[config.mk]
export PLATFORM = sky130hd
export DESIGN_NAME = trackball_quad
export DESIGN_NICKNAME = d
export VERILOG_FILES = /design/src/rtl/trackball_pkg.sv /design/src/rtl/trackball_axis.sv /design/src/rtl/trackball_quad.sv
export SDC_FILE = /design/constraint.sdc
export NUM_CORES = 1
export LEC_CHECK = 0
export BUFFER_PORTS_ARGS = -buffer_cell sky130_fd_sc_hd__buf_2
export CAP_MARGIN = 30
export CORE_MARGIN = 4
export CORE_UTILIZATION = 40
export DETAILED_ROUTE_END_ITERATION = 10
export PLACE_DENSITY = 0.66
export SYNTH_ARGS = -nofsm -noshare
export SYNTH_HDL_FRONTEND = slang
export SYNTH_SLANG_ARGS = --single-unit
[constraint.sdc]
create_clock -name clk_sys -period 12.55 [get_ports clk_sys]
set_clock_uncertainty 0.2 [all_clocks]
set_input_delay 1.8825 -clock clk_sys [delete_from_list [all_inputs] [get_ports clk_sys]]
set_output_delay 1.8825 -clock clk_sys [all_outputs]
set_load 0.02 [all_outputs]
[src/rtl/trackball_pkg.sv]
// Shared defaults, axis state encoding and accumulator saturation limits for trackball_quad.
package trackball_pkg;

  localparam int unsigned ACC_W_DEF    = 12;
  localparam int unsigned STEP_DIV_DEF = 64;

  typedef enum logic [1:0] {
    IDLE,
    SETUP,
    STEP
  } axis_state_t;

  // Symmetric clamp: the most negative code is never produced.
  function automatic int sat_hi(input int unsigned acc_w);
    return (1 << (acc_w - 1)) - 1;
  endfunction

  function automatic int sat_lo(input int unsigned acc_w);
    return -sat_hi(acc_w);
  endfunction

endpackage

[src/rtl/trackball_axis.sv]
// One trackball axis: saturating accumulator plus dir/clk step engine driven by the shared tick.
module trackball_axis
  import trackball_pkg::*;
#(
  parameter int unsigned ACC_W = ACC_W_DEF
) (
  input  logic               clk_sys,
  input  logic               reset_n,
  input  logic               tick,
  input  logic               hold,
  input  logic signed [ACC_W:0] inc,
  output logic               dir,
  output logic               step_clk
);

  localparam int unsigned SUM_W = ACC_W + 2;
  localparam logic signed [SUM_W-1:0] HI = SUM_W'(sat_hi(ACC_W));
  localparam logic signed [SUM_W-1:0] LO = SUM_W'(sat_lo(ACC_W));

  logic signed [ACC_W-1:0] acc_q;
  logic signed [ACC_W-1:0] acc_d;
  logic signed [SUM_W-1:0] acc_ext_c;
  logic signed [SUM_W-1:0] inc_ext_c;
  logic signed [SUM_W-1:0] consume_c;
  logic signed [SUM_W-1:0] sum_c;
  axis_state_t             state_c;

  // Step decision, consumption and the single saturating accumulator update.
  always_comb begin
    state_c   = IDLE;
    consume_c = '0;
    acc_ext_c = SUM_W'(acc_q);
    inc_ext_c = SUM_W'(inc);
    if (acc_q != '0) begin
      state_c = (acc_q[ACC_W-1] != dir) ? STEP : SETUP;
    end
    if (tick && !hold && (state_c == STEP)) begin
      consume_c = dir ? SUM_W'(1) : {SUM_W{1'b1}};
    end
    sum_c = acc_ext_c + inc_ext_c - consume_c;
    if (hold) begin
      acc_d = '0;
    end else if (sum_c > HI) begin
      acc_d = ACC_W'(HI);
    end else if (sum_c < LO) begin
      acc_d = ACC_W'(LO);
    end else begin
      acc_d = sum_c[ACC_W-1:0];
    end
  end

  // SETUP only moves dir, so dir is settled a full tick before the next clk edge.
  always_ff @(posedge clk_sys or negedge reset_n) begin
    if (!reset_n) begin
      acc_q    <= '0;
      dir      <= 1'b0;
      step_clk <= 1'b0;
    end else begin
      acc_q <= acc_d;
      if (tick && !hold) begin
        case (state_c)
          SETUP:   dir      <= ~acc_q[ACC_W-1];
          STEP:    step_clk <= ~step_clk;
          default: ;
        endcase
      end
    end
  end

endmodule

[src/rtl/trackball_quad.sv]
// PS/2 mouse packets to Centipede trackball dir/clk pairs, rate limited by a shared prescaler.
// Define TRACKBALL_JOY_EN to add the joy_i port that nudges both axes once per tick.
module trackball_quad
  import trackball_pkg::*;
#(
  parameter int unsigned ACC_W    = ACC_W_DEF,
  parameter int unsigned STEP_DIV = STEP_DIV_DEF
) (
  input  logic        clk_sys,
  input  logic        reset_n,
  input  logic [24:0] ps2_mouse,
  input  logic        flip,
  input  logic        hold,
`ifdef TRACKBALL_JOY_EN
  input  logic [3:0]  joy_i,
`endif
  output logic [3:0]  trakdata
);

  localparam int unsigned DW    = ACC_W + 1;
  localparam int unsigned CNT_W = (STEP_DIV > 1) ? $clog2(STEP_DIV) : 1;

  logic [CNT_W-1:0]     cnt_q;
  logic                 tick_c;
  logic                 strobe_q;
  logic                 armed_q;
  logic                 pkt_c;
  logic signed [8:0]    dx9;
  logic signed [8:0]    dy9;
  logic signed [DW-1:0] jx_c;
  logic signed [DW-1:0] jy_c;
  logic signed [DW-1:0] raw_x_c;
  logic signed [DW-1:0] raw_y_c;
  logic signed [DW-1:0] inc_x_c;
  logic signed [DW-1:0] inc_y_c;
  logic                 dir_x;
  logic                 clk_x;
  logic                 dir_y;
  logic                 clk_y;
  logic                 unused_bits;

  assign unused_bits = ^{ps2_mouse[7:6], ps2_mouse[3:0]};
  assign tick_c      = (cnt_q == CNT_W'(STEP_DIV - 1));
  assign pkt_c       = armed_q && (strobe_q != ps2_mouse[24]) && !hold;

  // Prescaler, strobe history and the one-clock arming delay after reset.
  always_ff @(posedge clk_sys or negedge reset_n) begin
    if (!reset_n) begin
      cnt_q    <= '0;
      strobe_q <= 1'b0;
      armed_q  <= 1'b0;
    end else begin
      cnt_q    <= tick_c ? '0 : cnt_q + CNT_W'(1);
      strobe_q <= ps2_mouse[24];
      armed_q  <= 1'b1;
    end
  end

  // Per-axis increment: packet delta plus optional joystick nudge, negated when flipped.
  always_comb begin
    dx9  = {ps2_mouse[4], ps2_mouse[15:8]};
    dy9  = {ps2_mouse[5], ps2_mouse[23:16]};
    jx_c = '0;
    jy_c = '0;
`ifdef TRACKBALL_JOY_EN
    if (tick_c) begin
      if (joy_i[3]) jx_c = jx_c + DW'(1);
      if (joy_i[2]) jx_c = jx_c - DW'(1);
      if (joy_i[0]) jy_c = jy_c + DW'(1);
      if (joy_i[1]) jy_c = jy_c - DW'(1);
    end
`endif
    raw_x_c = jx_c;
    raw_y_c = jy_c;
    if (pkt_c) begin
      raw_x_c = raw_x_c + DW'(dx9);
      raw_y_c = raw_y_c + DW'(dy9);
    end
    inc_x_c = flip ? -raw_x_c : raw_x_c;
    inc_y_c = flip ? -raw_y_c : raw_y_c;
  end

  trackball_axis #(.ACC_W(ACC_W)) u_axis_x (
    .clk_sys  (clk_sys),
    .reset_n  (reset_n),
    .tick     (tick_c),
    .hold     (hold),
    .inc      (inc_x_c),
    .dir      (dir_x),
    .step_clk (clk_x)
  );

  trackball_axis #(.ACC_W(ACC_W)) u_axis_y (
    .clk_sys  (clk_sys),
    .reset_n  (reset_n),
    .tick     (tick_c),
    .hold     (hold),
    .inc      (inc_y_c),
    .dir      (dir_y),
    .step_clk (clk_y)
  );

  assign trakdata = {dir_x, clk_x, dir_y, clk_y};

endmodule

Word level (Yosys, flattened, before mapping)

Index checks and enable logic that the tools add are counted.

Register bits after elaboration: 36
Bits of input ports: 29

Add/subtract/negate cells: 7
$lt $le $gt $ge: 4
Eq/ne operators: 8
Mux-type cells: 19
Bitwise logic cells: 4
Reductions and logical operators: 12

Operators by type and width:

| operator                                                        | number |
|---|---|
| two-way mux 12 bit                                              | 6 |
| two-way mux 14 bit                                              | 4 |
| two-way mux 13 bit                                              | 4 |
| adder 12 x 13 -> 14 bit                                         | 2 |
| greater-than comparator 14 x 12 -> 1 bit, second input constant | 2 |
| less-than comparator 14 x 12 -> 1 bit, second input constant    | 2 |
| subtractor 14 bit                                               | 2 |
| negation 13 bit                                                 | 2 |
| nonzero test 12 bit                                             | 2 |
| two-way mux 2 bit                                               | 4 |
| AND reduction 2 bit                                             | 4 |
| adder 6 x 1 -> 6 bit, second input constant                     | 1 |
| == test 6 bit, second input constant                            | 1 |
| two-way mux 6 bit                                               | 1 |
| logical AND 1 bit                                               | 5 |
| == test 2 x 1 -> 1 bit, second input constant                   | 2 |
| == test 2 bit, second input constant                            | 2 |
| NOT 1 bit                                                       | 4 |
| inequality test 1 bit                                           | 3 |
| zero test 1 bit                                                 | 1 |

Longest topological paths before layout

Gate-level depths: netlist (run 1).

Word-level depth: 12
Mapped depth: 23

By module

From an unflattened synthesis (run 1), not the netlist that was laid out.

Cells, all modules: 562
Area, all modules: 4673.2 µm²

Modules (own cells, without submodules):

| module                    | instances | cells an instance | area an instance (µm²) | sequential area each (µm²) |
|---|---|---|---|---|
| trackball_axis (u_axis_x) | 1         | 218               | 1880.6                 | 350.3 |
| trackball_axis (u_axis_y) | 1         | 214               | 1834.3                 | 350.3 |
| trackball_quad            | 1         | 130               | 958.4                  | 200.2 |

Worst setup path before layout (run 1)

OpenSTA, ideal clock, no wires.

Kind: input -> register
From: input hold
To: register u_axis_y.acc_q[3]
Setup time: 125 ps
Arrival time: 6206 ps
Required time: 12225 ps
Slack: 6019 ps
Stages on the path: 15
Path buffers: 0
Cell sequence: inv_2 nand3_1 nor3_1 inv_1 fa_1 inv_1 fa_1 nand2b_1 a21boi_2 o21a_1 o311ai_2 nor4_2 a2111oi_4 nor2_4 o21ai_1

Cells in the longest elaborated chain, start to end: 11
Elaborated cells on any way between the ends: 15
Classes of those cells: 3 x add/sub; 2 x order compare; 6 x mux; 4 x reduce/logical

RTL lines:

| item                                  | line                                       | RTL |
|---|---|---|
| from (decl)                           | trackball_quad.sv:13                       | `input logic hold,` |
| zero test 1 bit                       | trackball_axis.sv:37, trackball_quad.sv:44 |  |
| logical AND 1 bit                     | trackball_quad.sv:44                       | `assign pkt_c = armed_q && (strobe_q != ps2_mouse[24]) && !hold;` |
| two-way mux 13 bit                    | trackball_quad.sv:75                       | `if (pkt_c) begin` |
| negation 13 bit                       | trackball_quad.sv:80                       | `inc_y_c = flip ? -raw_y_c : raw_y_c;` |
| two-way mux 13 bit                    | trackball_quad.sv:80                       |  |
| adder 12 x 13 -> 14 bit               | trackball_axis.sv:40                       | `sum_c = acc_ext_c + inc_ext_c - consume_c;` |
| subtractor 14 bit                     | trackball_axis.sv:40                       |  |
| less-than comparator 14 x 12 -> 1 bit | trackball_axis.sv:45                       | `end else if (sum_c < LO) begin` |
| two-way mux 12 bit                    | trackball_axis.sv:45                       |  |
| two-way mux 12 bit                    | trackball_axis.sv:43                       | `end else if (sum_c > HI) begin` |
| two-way mux 12 bit (*)                | trackball_axis.sv:41                       | `if (hold) begin` |
| named net u_axis_y.acc_d[3]           | trackball_axis.sv:21                       | `logic signed [ACC_W-1:0] acc_d;` |
| to (signal assigned)                  | trackball_axis.sv:55                       | `acc_q <= '0;` |
| to (signal assigned)                  | trackball_axis.sv:59                       | `acc_q <= acc_d;` |
| to (decl)                             | trackball_axis.sv:20                       | `logic signed [ACC_W-1:0] acc_q;` |

The timed path passes the listed nets; every way through them passes the cells marked *.
A chain may end at the register's enable or synchronous reset.

Final worst setup path (run 1)

From: input hold
To: register u_axis_x.acc_q[2]

Cells in the longest elaborated chain, start to end: 11
Elaborated cells on any way between the ends: 15
Classes of those cells: 3 x add/sub; 2 x order compare; 6 x mux; 4 x reduce/logical

RTL lines:

| item                                  | line                                       | RTL |
|---|---|---|
| zero test 1 bit                       | trackball_axis.sv:37, trackball_quad.sv:44 |  |
| logical AND 1 bit                     | trackball_quad.sv:44                       |  |
| two-way mux 13 bit                    | trackball_quad.sv:75                       |  |
| negation 13 bit                       | trackball_quad.sv:79                       | `inc_x_c = flip ? -raw_x_c : raw_x_c;` |
| two-way mux 13 bit                    | trackball_quad.sv:79                       |  |
| adder 12 x 13 -> 14 bit               | trackball_axis.sv:40                       |  |
| subtractor 14 bit                     | trackball_axis.sv:40                       |  |
| less-than comparator 14 x 12 -> 1 bit | trackball_axis.sv:45                       |  |
| two-way mux 12 bit                    | trackball_axis.sv:45                       |  |
| two-way mux 12 bit                    | trackball_axis.sv:43                       |  |
| two-way mux 12 bit (*)                | trackball_axis.sv:41                       |  |
| named net u_axis_x.acc_d[2]           | trackball_axis.sv:21                       |  |
| to (signal assigned)                  | trackball_axis.sv:55                       |  |
| to (signal assigned)                  | trackball_axis.sv:59                       |  |
| to (decl)                             | trackball_axis.sv:20                       |  |

Marked as above.

==> key figures, run 1 <==
Run status
  • Status: finished clean

Min path
  • Hold wc startpoint: u_axis_y.step_clk
  • Worst Hold End: u_axis_y.step_clk
  • Hold Path Depth: 1
  • Worst hold path class: flop to flop

Global routing
  • Global-route wire length before repair: around 18,000 um
  • Total GRT Usage: ~17%
  • Initial antenna violation count: 0
  • Grt total ovfl: 0
  • Pin count of the biggest net entering global routing: 37
  • Number of global-route vias before repair: roughly 3,800

Placed design
  • Place WS: between 5000 and 6000 ps
  • Gpl congestion: approximately 0.9
  • Final HPWL DP: approximately 8600 um
  • I/O Buffers: 26
  • Placed inst area: 4730 um^2

Run
  • Max_cap viols: 0

Logic synthesis
  • Syn Area/Cell: just over 8 um^2
  • Synth warn: 0
  • Count leader, synth: inv_1
  • Mapped Area: between 4000 and 5000 um^2
  • Yosys reg bits: 36
  • EDFF count, synth: 0
  • Mapped Nets: 640
  • Syn Inst Count: approximately 550
  • Synth cell types: 81
  • Area contributors post-synth: dfrtp_1, fa_1, ha_1
  • Asr flop ratio synth: 100%
  • Top-area cell type share of the netlist area: around a fifth
  • Area leader, netlist: dfrtp_1
  • Synth Flop Type: dfrtp_1
  • Sequential area share after synthesis: around a fifth
  • Top cells by count, synth: inv_1, nand2_1, dfrtp_1, a21oi_1, nor2_1

Cells and area
  • Multi-input gate area: approximately 3200 um^2
  • Synth-to-layout area growth: 8.52%
  • Layout Nets: between 600 and 700
  • Design area: just under 5000 um^2
  • Fillers: between 1,000 and 1,500
  • Register area: between 900 and 1000 um^2
  • Share of cells above drive strength 1: between 10% and 20%
  • Antenna cells: 0

STA
  • Setup TNS: 0 ps
  • Fin. max-slew vios: 0
  • Final setup margin: roughly 5600 ps
  • Hold_ws: ~270 ps
  • Fin. Hold Viols: 0
  • Final setup vio count: 0
  • Rel. slew slack: between 30 and 40%
  • Fmax: around 140 MHz
  • Fin crit share: a little under three fifths
  • Slew @ Worst Pin: roughly 910 ps
  • Min cycle time layout: about 7000 ps
  • RSZ-0062 raised after global routing: no

Worst setup path
  • Worst Setup Start Kind: input port
  • Critical Path Sink Type: flop
  • Critical path arrival: just under 7000 ps
  • FF-to-FF setup slack: between 7000 and 8000 ps
  • CP Class: input port to flop
  • FF-to-FF End: u_axis_x.acc_q[2]
  • R2R cell count: 20
  • R2r startpoint: strobe_q
  • Crit path required time: 12,550 ps
  • CP Max Fanout: 24

Route
  • DR vias/cell: between 5 and 6
  • WL final: ~10,000 um
  • Total number of vias: just under 4,000
  • WL/cell: about 15 um
  • Number of DRC markers in iteration 0: ~430
  • DR DRC count: 0
  • Detailed Routing Iterations Pass 1: 6
  • Post-DRT Antenna Nets: 0

Clock network
  • Cts repair resizes: 0
  • CTS Sinks: 36
  • Hold buffers post-CTS: 0
  • CTS tree: built
  • Worst skew pair latency: around 280 ps
  • Clock transition at path regs: around 50 ps
  • Clk buf depth: 2
  • CTS Root Cell: clkbuf_16
  • Post-CTS setup buffers: 0
  • Clock H-tree levels: 2
  • TritonCTS Buffers: 5

Floorplanning
  • Rows: 38
  • Starting Density: 41.1%
  • Die ar.: 13,000 um^2
  • Ports: 33
  • Core Area: 10,900 um^2
  • Die span in y: around 110 um
  • Chip width: 114 um
worst max-delay path: stages:
cell	delay [ps]
buf_2	180
inv_2	170
and3_1	780
nand2_1	190
ha_1	240
o21ai_0	220
o21ai_0	170
a21oi_1	180
nor2_1	50
a31oi_1	260
fa_1	470
inv_1	70
ha_1	300
o21ai_1	130
o21bai_1	130
or4_1	440
o221ai_2	170
xnor2_1	290
nand2_1	220
a21boi_2	230
a21oi_1	150
cell usage in the layout, fill, tap and decap left out, drive strengths merged, types with 8 or more instances in the layout:
cell | netlist | routed
a21oi | 35 | 35
and3 | 8 | 8
buf | 10 | 28
dfrtp | 36 | 36
fa | 26 | 26
ha | 31 | 31
inv | 85 | 85
nand2 | 65 | 65
nand2b | 10 | 10
nand3 | 17 | 17
nor2 | 34 | 34
nor3 | 8 | 8
nor4 | 8 | 8
o21ai | 39 | 39
xnor2 | 19 | 19
xor2 | 14 | 14
layout make-up:
type / count / share of cell area [%]
inverter: 85 / 6.55
tap: 140 / 3.59
clock inverter: 2 / 0.205
multi-input combinational: 417 / 65.3
sequential: 36 / 18.5
timing repair buffer: 28 / 2.98
clock buffer: 6 / 2.85
through the flow:
stage	util, %	std cells
floorplan	-	554
global placement	43.2	706
detailed placement	43.2	706
CTS	44.6	714
global route	44.6	714
finish	44.6	714
logic make-up (layout without fill, tap and decap cells):
family                     Yosys count  after routing  synth area share (%)
AOI/OAI and AO/OA                  140            140                  22.7
xor gates and xnor gates            33             33                  6.43
adders and majority gates           57             57                  20.2
buffers and inverters              101            121                  9.25
DFF                                 36             36                  20.1
muxes                                2              2                 0.446
other                                1              1                0.0835
and+or+nand+nor                    184            184                  20.8
flip-flops by register name, indices dropped and copies added, names as in the netlist:
| name | cells |
|---|---|
| armed_q | 1 |
| u_axis_x.acc_q | 12 |
| u_axis_x.dir | 1 |
| u_axis_y.step_clk | 1 |
| u_axis_y.acc_q | 12 |
| strobe_q | 1 |
| u_axis_y.dir | 1 |
| u_axis_x.step_clk | 1 |
| cnt_q | 6 |
how the worst max path moves through the flow:
stage               from                 to  slack (ps)
floorplan           hold  u_axis_y.acc_q[3]        6020
global placement    hold  u_axis_x.acc_q[2]        5470
detailed placement  hold  u_axis_x.acc_q[2]        5360
CTS                 hold  u_axis_x.acc_q[2]        5620
global route        hold  u_axis_x.acc_q[2]        5250
finish              hold  u_axis_x.acc_q[2]        5590
layer usage:
layer  GRT usage (%)  share of wire, %  vias up
met2            28.1                50       69
met1            22.3                46     1883
li1                -                 -     1940
met4            4.43               1.2        0
met3            1.91               2.9        7
met5               0                 0        -
Power of run 1 is left out: the tool's default activity adds up to more than one toggle a clock period on the data nets, which glitch-free logic cannot reach.
==> inputs of run 2 (changes only) <==
--- a/config.mk
+++ b/config.mk
@@ -5,6 +5,7 @@
 export SDC_FILE = /design/constraint.sdc
 export NUM_CORES = 1
 export LEC_CHECK = 0
+export ABC_AREA = 1
 export BUFFER_PORTS_ARGS = -buffer_cell sky130_fd_sc_hd__buf_2
 export CAP_MARGIN = 30
 export CORE_MARGIN = 4
==> constraint.sdc (replaced) <==
create_clock -name clk_sys -period 6.9 [get_ports clk_sys]
set_clock_uncertainty 0.2 [all_clocks]
set_input_delay 1.035 -clock clk_sys [delete_from_list [all_inputs] [get_ports clk_sys]]
set_output_delay 1.035 -clock clk_sys [all_outputs]
set_load 0.02 [all_outputs]
==> run 2 against run 1 <==
  * Final cell count grew 22%
  * Critical endpoint is now u_axis_x.acc_q[8]
  * Sequential share of layout area shrank 0.22 points
  * Largest cell class unchanged
  * Register-to-register slack worse by 4700 ps
  * Routed wire length up 0.15%
  * Die area grew 0.75%
  * First-iteration DRC count is 58% lower
  * Hold slack worse by 8.7 ps
==> key figures, run 2 <==
Logic synthesis
  • Synth warn: 0 (unchanged)
  • Syn Area/Cell: 6.42 um^2 (-21%)
  • Top cells by count, synth: nand2_1, inv_1, nor2_1, nand3_1, dfrtp_1
  • Syn Inst Count: 705 (+27%)
  • Asr flop ratio synth: 100% (unchanged)
  • Mapped Nets: 791 (+24%)
  • Area contributors post-synth: dfrtp_1, nand2_1, inv_1
  • Synth cell types: 35 (-57%)
  • Top-area cell type share of the netlist area: 19.9% (-0.16 points)
  • Yosys reg bits: 36 (unchanged)
  • Synth Flop Type: dfrtp_1
  • Count leader, synth: nand2_1
  • Area leader, netlist: dfrtp_1
  • Sequential area share after synthesis: 19.9% (-0.16 points)
  • Mapped Area: 4530 um^2 (+0.81%)
  • EDFF count, synth: 0 (unchanged)

Global routing
  • Global-route wire length before repair: 17,800 um (+0.70%)
  • Total GRT Usage: 16.5% (-0.029 points)
  • Grt total ovfl: 0 (unchanged)
  • Initial antenna violation count: 0 (unchanged)
  • Number of global-route vias before repair: 4,095 (+8.6%)
  • Pin count of the biggest net entering global routing: 37 (unchanged)

Cells and area
  • Most frequent cells in the layout: nand2_1, inv_1, nor2_1, nand3_1, dfrtp_1
  • Design area: 4930 um^2 (+1.2%)
  • Biggest regs: u_axis_x.acc_q: 12 flops, u_axis_y.acc_q: 12 flops, cnt_q: 6 flops
  • Finished Core Util: 45.1% (+0.55 points)
  • Layout Nets: 815 (+24%)
  • Antenna cells: 0 (unchanged)
  • Cell Count, Final, Fillers Out: 870 (+22%)
  • Synth-to-layout area growth: 8.98%
  • Commonest non-fill, non-tap cell in the layout: nand2_1
  • Share of cells above drive strength 1: 7.12% (-4.9 points)

STA
  • Min cycle time layout: between 5000 and 6000 ps
  • Fin. max-slew vios: 0 (unchanged)
  • Slew @ Worst Pin: 778 ps (-132 ps)
  • RSZ-0062 raised after global routing: no
  • Fin. Hold Viols: 0 (unchanged)
  • Fin crit share: 77.2%
  • Setup TNS: 0 ps (unchanged)
  • Final setup vio count: 0 (unchanged)
  • Fmax: 188 MHz
  • Rel. slew slack: 48.1% (+8.8 points)

Floorplanning
  • Core Area: 10,900 um^2 (unchanged)
  • Die span in y: 114 um (+0.37%)
  • Rows: 38 (unchanged)
  • Die ar.: 13,100 um^2 (+0.75%)
  • Chip width: 114 um (+0.37%)
  • Ports: 33 (unchanged)
  • Starting Density: 41.4% (+0.33 points)

Clock network
  • Post-CTS setup buffers: 0 (unchanged)
  • CTS Root Cell: clkbuf_16
  • Worst skew pair latency: 280 ps (about the same)
  • Hold buffers post-CTS: 0 (unchanged)
  • CTS Sinks: 36 (unchanged)
  • Clk buf depth: 2 (unchanged)
  • Clock transition at path regs: 60 ps (about the same)
  • Cts repair resizes: 0 (unchanged)
  • Clock H-tree levels: 2 (unchanged)
  • CTS tree: built
  • TritonCTS Buffers: 5 (unchanged)

Placed design
  • I/O Buffers: 26 (unchanged)
  • Placed cells: 862 (+22%)
  • Final HPWL DP: 8950 um (+3.7%)
  • Placed inst area: 4770 um^2 (+0.95%)
  • Gpl congestion: 0.928 (+3.0%)

Run status
  • Status: finished clean

Worst setup path
  • CP Class: input port to flop
  • Worst Setup Start Kind: input port
  • Critical Path Sink Type: flop
  • Critical path arrival: 5330 ps (-1630 ps)
  • CP Max Fanout: 24 (unchanged)
  • Crit path required time: 6910 ps (-5640 ps)

Route
  • Post-DRT Antenna Nets: 0 (unchanged)
  • WL/cell: 12.1 um (-18%)
  • Number of DRC markers in iteration 0: 178 (-58%)
  • WL final: 10,500 um (+0.15%)
  • Total number of vias: 4,160 (+6.7%)
  • DR DRC count: 0 (unchanged)
  • DR vias/cell: 4.78 (-12%)
  • Detailed Routing Iterations Pass 1: 7 (+1)

Run
  • Max_cap viols: 0 (unchanged)

Min path
  • Worst hold path class: flop to flop
[run 2: cell types whose count changed after synthesis, moves of 6 or more]
cell      change
nand4_1       +6
o21ai_0      -16
nor2_1       +39
and3_1        -7
nand2_1     +124
o21ai_1      -12
a21oi_1      -13
nand3_1      +51
xnor2_1       -6
nand2b_1     -10
or3_1         -6
inv_1        +85
[run 2: worst max-delay path: stages]
cell and delay (ps):
buf_2 150, inv_2 320, nand3_2 280, nor2_1 370
inv_2 70, ha_1 200, nand3b_1 100, nand2_1 90
o21ai_0 130, xnor2_1 150, inv_1 90, fa_1 490
inv_1 40, ha_1 350, nand2_1 110, nor2_1 140
nand3_1 150, nand3_1 140, nand2_1 90, nand2_1 70
nand2_1 50, nand2_1 160, inv_1 60, nand2_1 260
nand3_1 120, nand2_1 90
[run 2: logic make-up after synthesis]
logic type,after synthesis,share of synthesized area (%)
compound gates,44,5.61
other cells,1,0.0828
flops,36,19.9
buf+inv,186,16.2
mux,1,0.221
simple gates,357,33.5
fa+ha+maj,57,20.1
xor+xnor,23,4.45
[run 2: cell type report]
cell class,count,area [um^2]
inverter,175,657
sequential,36,901
clock inverter,2,35.0
fill,1141,6000
clock buffer,6,129
timing repair buffer,28,145
multi-input combinational,483,2890
tap,140,175
[run 2: through the flow]
| stage | setup WS [ps] | hold slack (ps) |
|---|---|---|
| 2_1_floorplan | 1980 | 232 |
| 3_3_place_gp | 1380 | 247 |
| 3_5_place_dp | 1320 | 253 |
| 4_1_cts | 1590 | 259 |
| 5_1_grt | 1120 | 271 |
| 6_report | 1570 | 257 |
[run 2: path summary, 6_finish.rpt]
check	startpoint	to	slack [ps]	cells after the start
max in group asynchronous	reset_n	strobe_q	5360	1
min reg2reg	cnt_q[0]	cnt_q[0]	260	1
max reg2reg	cnt_q[0]	u_axis_y.acc_q[3]	2320	28
max	hold	u_axis_x.acc_q[8]	1570	26
min	cnt_q[0]	cnt_q[0]	260	1
min in group asynchronous	reset_n	u_axis_y.dir	640	1
[run 2: routing by layer]
metal	vias up	wire length [um]	GRT usage [%]
met3	16	255	1.59
li1	2170	-	-
met1	1913	4770	20.3
met4	0	276	5.62
met2	61	5200	29.9
met5	-	0	0
Power of run 2 is left out for the same reason.
